==> config.mk <==
export PLATFORM = sky130hd
export DESIGN_NAME = matrix_calc_engine_flat
export DESIGN_NICKNAME = d
export VERILOG_FILES = /design/src/rtl/matrix_pkg.sv /design/src/rtl/matrix_calc_engine_if.sv /design/src/rtl/matrix_mac.sv /design/src/rtl/matrix_calc_engine.sv /design/src/flat_wrapper.sv
export SDC_FILE = /design/constraint.sdc
export NUM_CORES = 2
export LEC_CHECK = 0
export CORE_AREA = 4 4 322 324
export CTS_CLUSTER_DIAMETER = 100
export CTS_CLUSTER_SIZE = 12
export DETAILED_ROUTE_END_ITERATION = 16
export DIE_AREA = 0 0 326 328
export DONT_BUFFER_PORTS = 1
export HOLD_SLACK_MARGIN = 0.08
export PLACE_DENSITY = 0.55
export SLEW_MARGIN = 20
export SYNTH_ARGS = -nofsm -noshare
export SYNTH_HDL_FRONTEND = slang
export SYNTH_SLANG_ARGS = --single-unit
==> constraint.sdc <==
create_clock -name clk -period 17 [get_ports clk]
set_input_delay 1.7 -clock clk [delete_from_list [all_inputs] [get_ports clk]]
set_output_delay 1.7 -clock clk [all_outputs]
set_load 0.005 [all_outputs]
==> src/rtl/matrix_pkg.sv <==
// Shared constants, opcode and state encodings, and the dimension record
// used by the matrix calculation engine.
package matrix_pkg;

    localparam int MAX_DIM   = 5;
    localparam int ELEM_W    = 8;
    localparam int RES_W     = 16;
    localparam int MAX_ELEMS = 25;
    localparam int ACC_W     = 20;

    localparam logic [3:0] OP_TRANSPOSE = 4'd0;
    localparam logic [3:0] OP_ADD       = 4'd1;
    localparam logic [3:0] OP_SCALAR    = 4'd2;
    localparam logic [3:0] OP_MATMUL    = 4'd3;

    localparam logic [1:0] ST_IDLE  = 2'd0;
    localparam logic [1:0] ST_CHECK = 2'd1;
    localparam logic [1:0] ST_RUN   = 2'd2;
    localparam logic [1:0] ST_DONE  = 2'd3;

    typedef struct packed {
        logic [2:0] m;
        logic [2:0] n;
    } dim_t;

    function automatic logic dim_ok(input logic [2:0] d);
        return (d != 3'd0) && (d <= 3'(MAX_DIM));
    endfunction

endpackage

==> src/rtl/matrix_calc_engine_if.sv <==
// Request/response bundle of the matrix calculation engine; master issues
// requests, slave (the engine) returns results.
interface matrix_calc_engine_if;
    import matrix_pkg::*;

    logic                           calc_start;
    logic [3:0]                     operation_type;
    logic [5:0]                     matrix_a_dim;
    logic [5:0]                     matrix_b_dim;
    logic [7:0]                     scalar_value;
    logic [MAX_ELEMS*ELEM_W-1:0]    matrix_a_data;
    logic [MAX_ELEMS*ELEM_W-1:0]    matrix_b_data;
    logic [MAX_ELEMS*RES_W-1:0]     result_data;
    logic [5:0]                     result_dim;
    logic                           calc_done;
    logic                           calc_error;
    logic                           busy;

    modport master (
        output calc_start, operation_type, matrix_a_dim, matrix_b_dim,
               scalar_value, matrix_a_data, matrix_b_data,
        input  result_data, result_dim, calc_done, calc_error, busy
    );

    modport slave (
        input  calc_start, operation_type, matrix_a_dim, matrix_b_dim,
               scalar_value, matrix_a_data, matrix_b_data,
        output result_data, result_dim, calc_done, calc_error, busy
    );

endinterface

==> src/rtl/matrix_mac.sv <==
// 8x8 multiply with 20-bit accumulate. Define MATRIX_CALC_SAT_EN to clamp
// the 16-bit result at 16'hFFFF instead of keeping the low 16 bits.
module matrix_mac
    import matrix_pkg::*;
(
    input  logic              clk,
    input  logic              rst_n,
    input  logic              en,
    input  logic              clear,
    input  logic [ELEM_W-1:0] a,
    input  logic [ELEM_W-1:0] b,
    output logic [RES_W-1:0]  raw_res,
    output logic [RES_W-1:0]  res
);

    logic [ACC_W-1:0]    acc_reg;
    logic [2*ELEM_W-1:0] product;
    logic [ACC_W-1:0]    sum;

    assign product = a * b;
    // clear starts a new dot product without a dead cycle
    assign sum     = (clear ? '0 : acc_reg) + ACC_W'(product);
    assign raw_res = sum[RES_W-1:0];

    always_ff @(posedge clk or negedge rst_n) begin
        if (!rst_n) begin
            acc_reg <= '0;
        end else if (en) begin
            acc_reg <= sum;
        end
    end

`ifdef MATRIX_CALC_SAT_EN
    assign res = (sum > ACC_W'(20'h0FFFF)) ? '1 : sum[RES_W-1:0];
`else
    assign res = sum[RES_W-1:0];
`endif

endmodule

==> src/rtl/matrix_calc_engine.sv <==
// Matrix engine: transpose, add, scalar multiply and matrix multiply on up
// to 5x5 operands, one element/MAC per cycle. Honours MATRIX_CALC_SAT_EN via matrix_mac.
module matrix_calc_engine
    import matrix_pkg::*;
(
    input  logic                 clk,
    input  logic                 rst_n,
    matrix_calc_engine_if.slave  bus
);

    logic [1:0]        state_reg;
    logic [3:0]        op_reg;
    dim_t              a_dim_reg;
    dim_t              b_dim_reg;
    dim_t              res_dim_reg;
    logic [7:0]        scalar_reg;
    logic [ELEM_W-1:0] a_mem   [MAX_ELEMS];
    logic [ELEM_W-1:0] b_mem   [MAX_ELEMS];
    logic [RES_W-1:0]  res_mem [MAX_ELEMS];
    logic [2:0]        r_reg, c_reg, k_reg;
    logic              done_reg, error_reg, busy_reg;

    logic              start_accept;
    logic              legal;
    dim_t              res_dim_next;
    logic [2:0]        c_lim, k_lim;
    logic              k_last, c_last, r_last;
    logic [4:0]        a_row, a_idx, b_idx, dst_idx;
    logic [ELEM_W-1:0] a_val, b_val, mac_b;
    logic              wr_en, is_mm;
    logic [RES_W-1:0]  wr_data, mac_raw, mac_res;

    assign start_accept = (state_reg == ST_IDLE) && bus.calc_start;
    assign is_mm        = (op_reg == OP_MATMUL);

    always_comb begin
        legal        = 1'b0;
        res_dim_next = a_dim_reg;
        case (op_reg)
            OP_TRANSPOSE: begin
                legal        = dim_ok(a_dim_reg.m) && dim_ok(a_dim_reg.n);
                res_dim_next = '{m: a_dim_reg.n, n: a_dim_reg.m};
            end
            OP_ADD:    legal = dim_ok(a_dim_reg.m) && dim_ok(a_dim_reg.n) &&
                               (a_dim_reg == b_dim_reg);
            OP_SCALAR: legal = dim_ok(a_dim_reg.m) && dim_ok(a_dim_reg.n);
            OP_MATMUL: begin
                legal        = dim_ok(a_dim_reg.m) && dim_ok(a_dim_reg.n) &&
                               dim_ok(b_dim_reg.m) && dim_ok(b_dim_reg.n) &&
                               (a_dim_reg.n == b_dim_reg.m);
                res_dim_next = '{m: a_dim_reg.m, n: b_dim_reg.n};
            end
            default:   legal = 1'b0;
        endcase
    end

    // Loop nest r (rows of A) / c (result columns) / k (dot-product term);
    // k collapses to a single pass for the element-wise operations.
    assign c_lim  = is_mm ? b_dim_reg.n : a_dim_reg.n;
    assign k_lim  = is_mm ? a_dim_reg.n : 3'd1;
    assign k_last = (k_reg == k_lim - 3'd1);
    assign c_last = (c_reg == c_lim - 3'd1);
    assign r_last = (r_reg == a_dim_reg.m - 3'd1);

    assign a_row = 5'(r_reg) * 5'(a_dim_reg.n);
    assign a_idx = a_row + 5'(is_mm ? k_reg : c_reg);
    assign b_idx = is_mm ? 5'(k_reg) * 5'(b_dim_reg.n) + 5'(c_reg)
                         : a_row + 5'(c_reg);

    always_comb begin
        case (op_reg)
            OP_TRANSPOSE: dst_idx = 5'(c_reg) * 5'(a_dim_reg.m) + 5'(r_reg);
            OP_MATMUL:    dst_idx = 5'(r_reg) * 5'(b_dim_reg.n) + 5'(c_reg);
            default:      dst_idx = a_row + 5'(c_reg);
        endcase
    end

    assign a_val = a_mem[a_idx];
    assign b_val = b_mem[b_idx];
    assign mac_b = (op_reg == OP_SCALAR) ? scalar_reg : b_val;
    assign wr_en = (state_reg == ST_RUN) && k_last;

    matrix_mac u_mac (
        .clk     (clk),
        .rst_n   (rst_n),
        .en      (state_reg == ST_RUN),
        .clear   (k_reg == 3'd0),
        .a       (a_val),
        .b       (mac_b),
        .raw_res (mac_raw),
        .res     (mac_res)
    );

    always_comb begin
        case (op_reg)
            OP_TRANSPOSE: wr_data = RES_W'(a_val);
            OP_ADD:       wr_data = RES_W'({1'b0, a_val} + {1'b0, b_val});
            OP_SCALAR:    wr_data = mac_raw;
            default:      wr_data = mac_res;
        endcase
    end

    always_ff @(posedge clk or negedge rst_n) begin
        if (!rst_n) begin
            for (int i = 0; i < MAX_ELEMS; i++) begin
                a_mem[i]   <= '0;
                b_mem[i]   <= '0;
                res_mem[i] <= '0;
            end
        end else if (start_accept) begin
            for (int i = 0; i < MAX_ELEMS; i++) begin
                a_mem[i]   <= bus.matrix_a_data[i*ELEM_W +: ELEM_W];
                b_mem[i]   <= bus.matrix_b_data[i*ELEM_W +: ELEM_W];
                res_mem[i] <= '0;
            end
        end else if (wr_en) begin
            res_mem[dst_idx] <= wr_data;
        end
    end

    always_ff @(posedge clk or negedge rst_n) begin
        if (!rst_n) begin
            state_reg   <= ST_IDLE;
            op_reg      <= '0;
            a_dim_reg   <= '0;
            b_dim_reg   <= '0;
            scalar_reg  <= '0;
            res_dim_reg <= '0;
            r_reg       <= '0;
            c_reg       <= '0;
            k_reg       <= '0;
            done_reg    <= 1'b0;
            error_reg   <= 1'b0;
            busy_reg    <= 1'b0;
        end else begin
            done_reg <= 1'b0;
            case (state_reg)
                ST_IDLE: begin
                    if (bus.calc_start) begin
                        state_reg  <= ST_CHECK;
                        op_reg     <= bus.operation_type;
                        a_dim_reg  <= bus.matrix_a_dim;
                        b_dim_reg  <= bus.matrix_b_dim;
                        scalar_reg <= bus.scalar_value;
                        error_reg  <= 1'b0;
                        busy_reg   <= 1'b1;
                        r_reg      <= '0;
                        c_reg      <= '0;
                        k_reg      <= '0;
                    end
                end
                ST_CHECK: begin
                    if (legal) begin
                        state_reg   <= ST_RUN;
                        res_dim_reg <= res_dim_next;
                    end else begin
                        state_reg   <= ST_DONE;
                        res_dim_reg <= '0;
                        error_reg   <= 1'b1;
                        done_reg    <= 1'b1;
                    end
                end
                ST_RUN: begin
                    if (k_last) begin
                        k_reg <= '0;
                        if (c_last) begin
                            c_reg <= '0;
                            if (r_last) begin
                                state_reg <= ST_DONE;
                                done_reg  <= 1'b1;
                            end else begin
                                r_reg <= r_reg + 3'd1;
                            end
                        end else begin
                            c_reg <= c_reg + 3'd1;
                        end
                    end else begin
                        k_reg <= k_reg + 3'd1;
                    end
                end
                ST_DONE: begin
                    state_reg <= ST_IDLE;
                    busy_reg  <= 1'b0;
                end
                default: state_reg <= ST_IDLE;
            endcase
        end
    end

    genvar gi;
    generate
        for (gi = 0; gi < MAX_ELEMS; gi++) begin : g_res
            assign bus.result_data[gi*RES_W +: RES_W] = res_mem[gi];
        end
    endgenerate

    assign bus.result_dim = res_dim_reg;
    assign bus.calc_done  = done_reg;
    assign bus.calc_error = error_reg;
    assign bus.busy       = busy_reg;

endmodule

==> src/flat_wrapper.sv <==
// flat-port wrapper written by rule: the top's interface ports become plain ports
module matrix_calc_engine_flat import matrix_pkg::*;
  (clk, rst_n, bus_calc_start, bus_operation_type, bus_matrix_a_dim, bus_matrix_b_dim, bus_scalar_value, bus_matrix_a_data, bus_matrix_b_data, bus_result_data, bus_result_dim, bus_calc_done, bus_calc_error, bus_busy);
  matrix_calc_engine_if bus_i ();
  input  logic clk;
  input  logic rst_n;
  input wire logic [$bits(bus_i.calc_start)-1:0] bus_calc_start;
  input wire logic [$bits(bus_i.operation_type)-1:0] bus_operation_type;
  input wire logic [$bits(bus_i.matrix_a_dim)-1:0] bus_matrix_a_dim;
  input wire logic [$bits(bus_i.matrix_b_dim)-1:0] bus_matrix_b_dim;
  input wire logic [$bits(bus_i.scalar_value)-1:0] bus_scalar_value;
  input wire logic [$bits(bus_i.matrix_a_data)-1:0] bus_matrix_a_data;
  input wire logic [$bits(bus_i.matrix_b_data)-1:0] bus_matrix_b_data;
  output wire logic [$bits(bus_i.result_data)-1:0] bus_result_data;
  output wire logic [$bits(bus_i.result_dim)-1:0] bus_result_dim;
  output wire logic [$bits(bus_i.calc_done)-1:0] bus_calc_done;
  output wire logic [$bits(bus_i.calc_error)-1:0] bus_calc_error;
  output wire logic [$bits(bus_i.busy)-1:0] bus_busy;
  assign bus_i.calc_start = bus_calc_start;
  assign bus_i.operation_type = bus_operation_type;
  assign bus_i.matrix_a_dim = bus_matrix_a_dim;
  assign bus_i.matrix_b_dim = bus_matrix_b_dim;
  assign bus_i.scalar_value = bus_scalar_value;
  assign bus_i.matrix_a_data = bus_matrix_a_data;
  assign bus_i.matrix_b_data = bus_matrix_b_data;
  assign bus_result_data = bus_i.result_data;
  assign bus_result_dim = bus_i.result_dim;
  assign bus_calc_done = bus_i.calc_done;
  assign bus_calc_error = bus_i.calc_error;
  assign bus_busy = bus_i.busy;
  matrix_calc_engine u_core (.clk(clk), .rst_n(rst_n), .bus(bus_i));
endmodule
==> results.sh <==
export IMPL_status="finished, final reports clean"
export IMPL_overflow=0
export IMPL_routabilityCongestion=0.869
export IMPL_fin_tns_setup_ps=0
export IMPL_syn_inst=4513
export IMPL_largest_register_ffs=400
export IMPL_route_detailed_wl_per_inst_um=25.1
export IMPL_cp_end_kind="register"
export IMPL_yosysSeqAreaShare=0.514
export IMPL_synth_ff_type="dfrtp_1"
export IMPL_synth_fa_ha_area_frac=0.0572
export IMPL_synth_common_cells="nand2_1, dfrtp_1, o21ai_0, nand3_1, clkbuf_1"
export IMPL_num_vias=31900
export IMPL_synth_top_family_by_area="simple AND/OR/NAND/NOR gates"
export IMPL_slew_violations=0
export IMPL_slew_limit_headroom=0.0826
export IMPL_wirelength_mm=144
export IMPL_crit_fanout=49
export IMPL_viasPerCell=5.56
export IMPL_worstSetupStartpointType="register"
export IMPL_start_util=0.414
export IMPL_cts_resized=0
export IMPL_dr_pass1_iters=5
export IMPL_area_growth_pct=8.72
export IMPL_maxCapViolCount=0
export IMPL_io_pins=836
export IMPL_setup_viol=0
export IMPL_htreeDepth=3
export IMPL_async_reset_ff_frac=1.00
export IMPL_skew_ps=40.9
export IMPL_die_w_um=326
export IMPL_synth_xor_area_frac=0.0119
export IMPL_required_ps=17500
export IMPL_drc=0
export IMPL_muxShareOfSynthArea=0.0591
export IMPL_grt_usage=0.262
export IMPL_cts_buffers=85
export IMPL_cts_tree="built"
export IMPL_synth_area_leaders="dfrtp_1, nand2_1, o21ai_0"
export IMPL_path_class="register to register"
export IMPL_synth_top_area_frac=0.514
export IMPL_min_period_ps=11080
export IMPL_nets=4927
export IMPL_synth_fp_nets=5093
export IMPL_drt_iter0_drc=2502
export IMPL_synth_compound_area_frac=0.104
export IMPL_synth_simple_gate_area_frac=0.211
export IMPL_max_freq_mhz=90.3
export IMPL_ys_ff_latch=860
export IMPL_cts_setup_buffers=0
export IMPL_antenna_found_initial=11
export IMPL_timing_final_crit_share=0.652
export IMPL_netlist_area_um2=41900
export IMPL_clk_latency_ps=680
export IMPL_die_area_um2=107000
export IMPL_yosysMostFrequentCell="nand2_1"
export IMPL_layout_drive_gt1_share=0.0665
export IMPL_cts_hold_buf=0
export IMPL_antenna_left=0
export IMPL_crit_arrival_ps=11580
export IMPL_rows=117
export IMPL_first_global_vias=31400
export IMPL_die_y_um=328
export IMPL_grt_max_degree=861
export IMPL_ys_warn_count=0
export IMPL_hp_class="register to register"
export IMPL_tightest_slew_ps=1380
export IMPL_yosys_cell_types_count=75
export IMPL_hold_viol=0
export IMPL_hpwlAfterDp_mm=101
export IMPL_clockRootBuffer="clkbuf_16"
export IMPL_synth_edff_count=0
export IMPL_syn_area_per_cell_um2=9.28
export IMPL_clockBufferDepth=3
export IMPL_grt_setup_unrepaired="no"
export IMPL_clkTransAtPathRegs_ps=70
export IMPL_coreArea_um2=101000
export IMPL_cts_sinks=860
export IMPL_yosysTopAreaCell="dfrtp_1"
export IMPL_io_buffers=0
export IMPL_grt_pass1_wl_mm=212
==> critical path, cell delays in order, from the launching register on <==
cell	delay (ps)
dfrtp_1	880
nand4bb_1	980
o21ai_0	700
ha_4	210
inv_1	60
fa_2	550
buf_4	610
inv_1	170
a2111oi_4	540
a221oi_1	250
nor2_1	600
o21ai_0	260
fa_1	530
fa_1	550
inv_1	50
fa_1	480
inv_1	50
fa_1	480
inv_1	50
ha_1	330
and3_1	160
a221o_1	360
o211a_1	220
a211oi_1	300
o21a_1	290
mux2i_4	880
o21ai_0	210
==> routing by layer <==
layer | track usage | vias to the layer above | routed length, um | part of all wire
met2 | 0.453 | 994 | 72300 | 0.50
met5 | 0 | - | 57 | 0.00040
met4 | 0.0690 | 8 | 3530 | 0.024
met1 | 0.337 | 15900 | 59600 | 0.41
met3 | 0.0550 | 191 | 8750 | 0.061
li1 | - | 14800 | - | -
==> cells in the final DEF, fill, tap and decap left out, types with 21 or more instances in the layout <==
cell type and n:
o21ai_0 350, inv_1 135, xnor2_1 34, a21oi_1 120, mux2i_1 89, nand3_1 344
a211oi_1 23, nor2_1 47, mux2_2 21, nand4_1 27, and2_1 41, nand2b_1 23
xor2_1 21, fa_1 63, clkbuf_16 86, nand2_1 1548, mux4_2 58, o2bb2ai_1 22
dfrtp_1 860, ha_1 88, buf_4 60
==> layout make-up <==
cell class                 instances  area (um^2)
fill                            9855        55600
sequential                       860        21500
multi-input combinational       3200        18800
clock buffer                      89         2160
tap                             1368         1710
timing repair buffer              65          581
inverter                         135          507
clock inverter                    14          230
antenna                            6         15.0
==> cells by family after synthesis <==
family | after synthesis
mux | 172
buf+inv | 453
compound gates | 707
simple gates | 2111
xor+xnor | 57
flops | 860
fa+ha+maj | 153
==> final timing paths <==
check,cells after the start,slack [ps],to,startpoint
hold reg to reg,2,470,u_core.a_mem[62],u_core.a_mem[62]
hold / removal,2,470,u_core.a_mem[62],u_core.a_mem[62]
setup / recovery,26,5920,u_core.bus.result_data[222],u_core.op_reg[0]
min in group asynchronous,0,720,u_core.bus.result_data[167],rst_n
max in group asynchronous,3,13300,u_core.b_mem[78],rst_n
setup reg to reg,26,5920,u_core.bus.result_data[222],u_core.op_reg[0]
==> per-stage QoR <==
| step | instance area [um^2] | hold WS [ps] | worst slack, ps | cells | util |
|---|---|---|---|---|---|
| after floorplan | 41900 | 437 | 8380 | 4513 | - |
| after global placement | 43000 | 453 | 6080 | 5624 | 0.425 |
| after detailed placement | 43000 | 455 | 5960 | 5624 | 0.425 |
| after CTS | 45400 | 472 | 5940 | 5727 | 0.449 |
| after global routing | 45500 | 479 | 5400 | 5737 | 0.450 |
| final | 45500 | 466 | 5920 | 5737 | 0.450 |
Power is left out: the tool's default activity adds up to more than one toggle a clock period on the data nets, which glitch-free logic cannot reach.
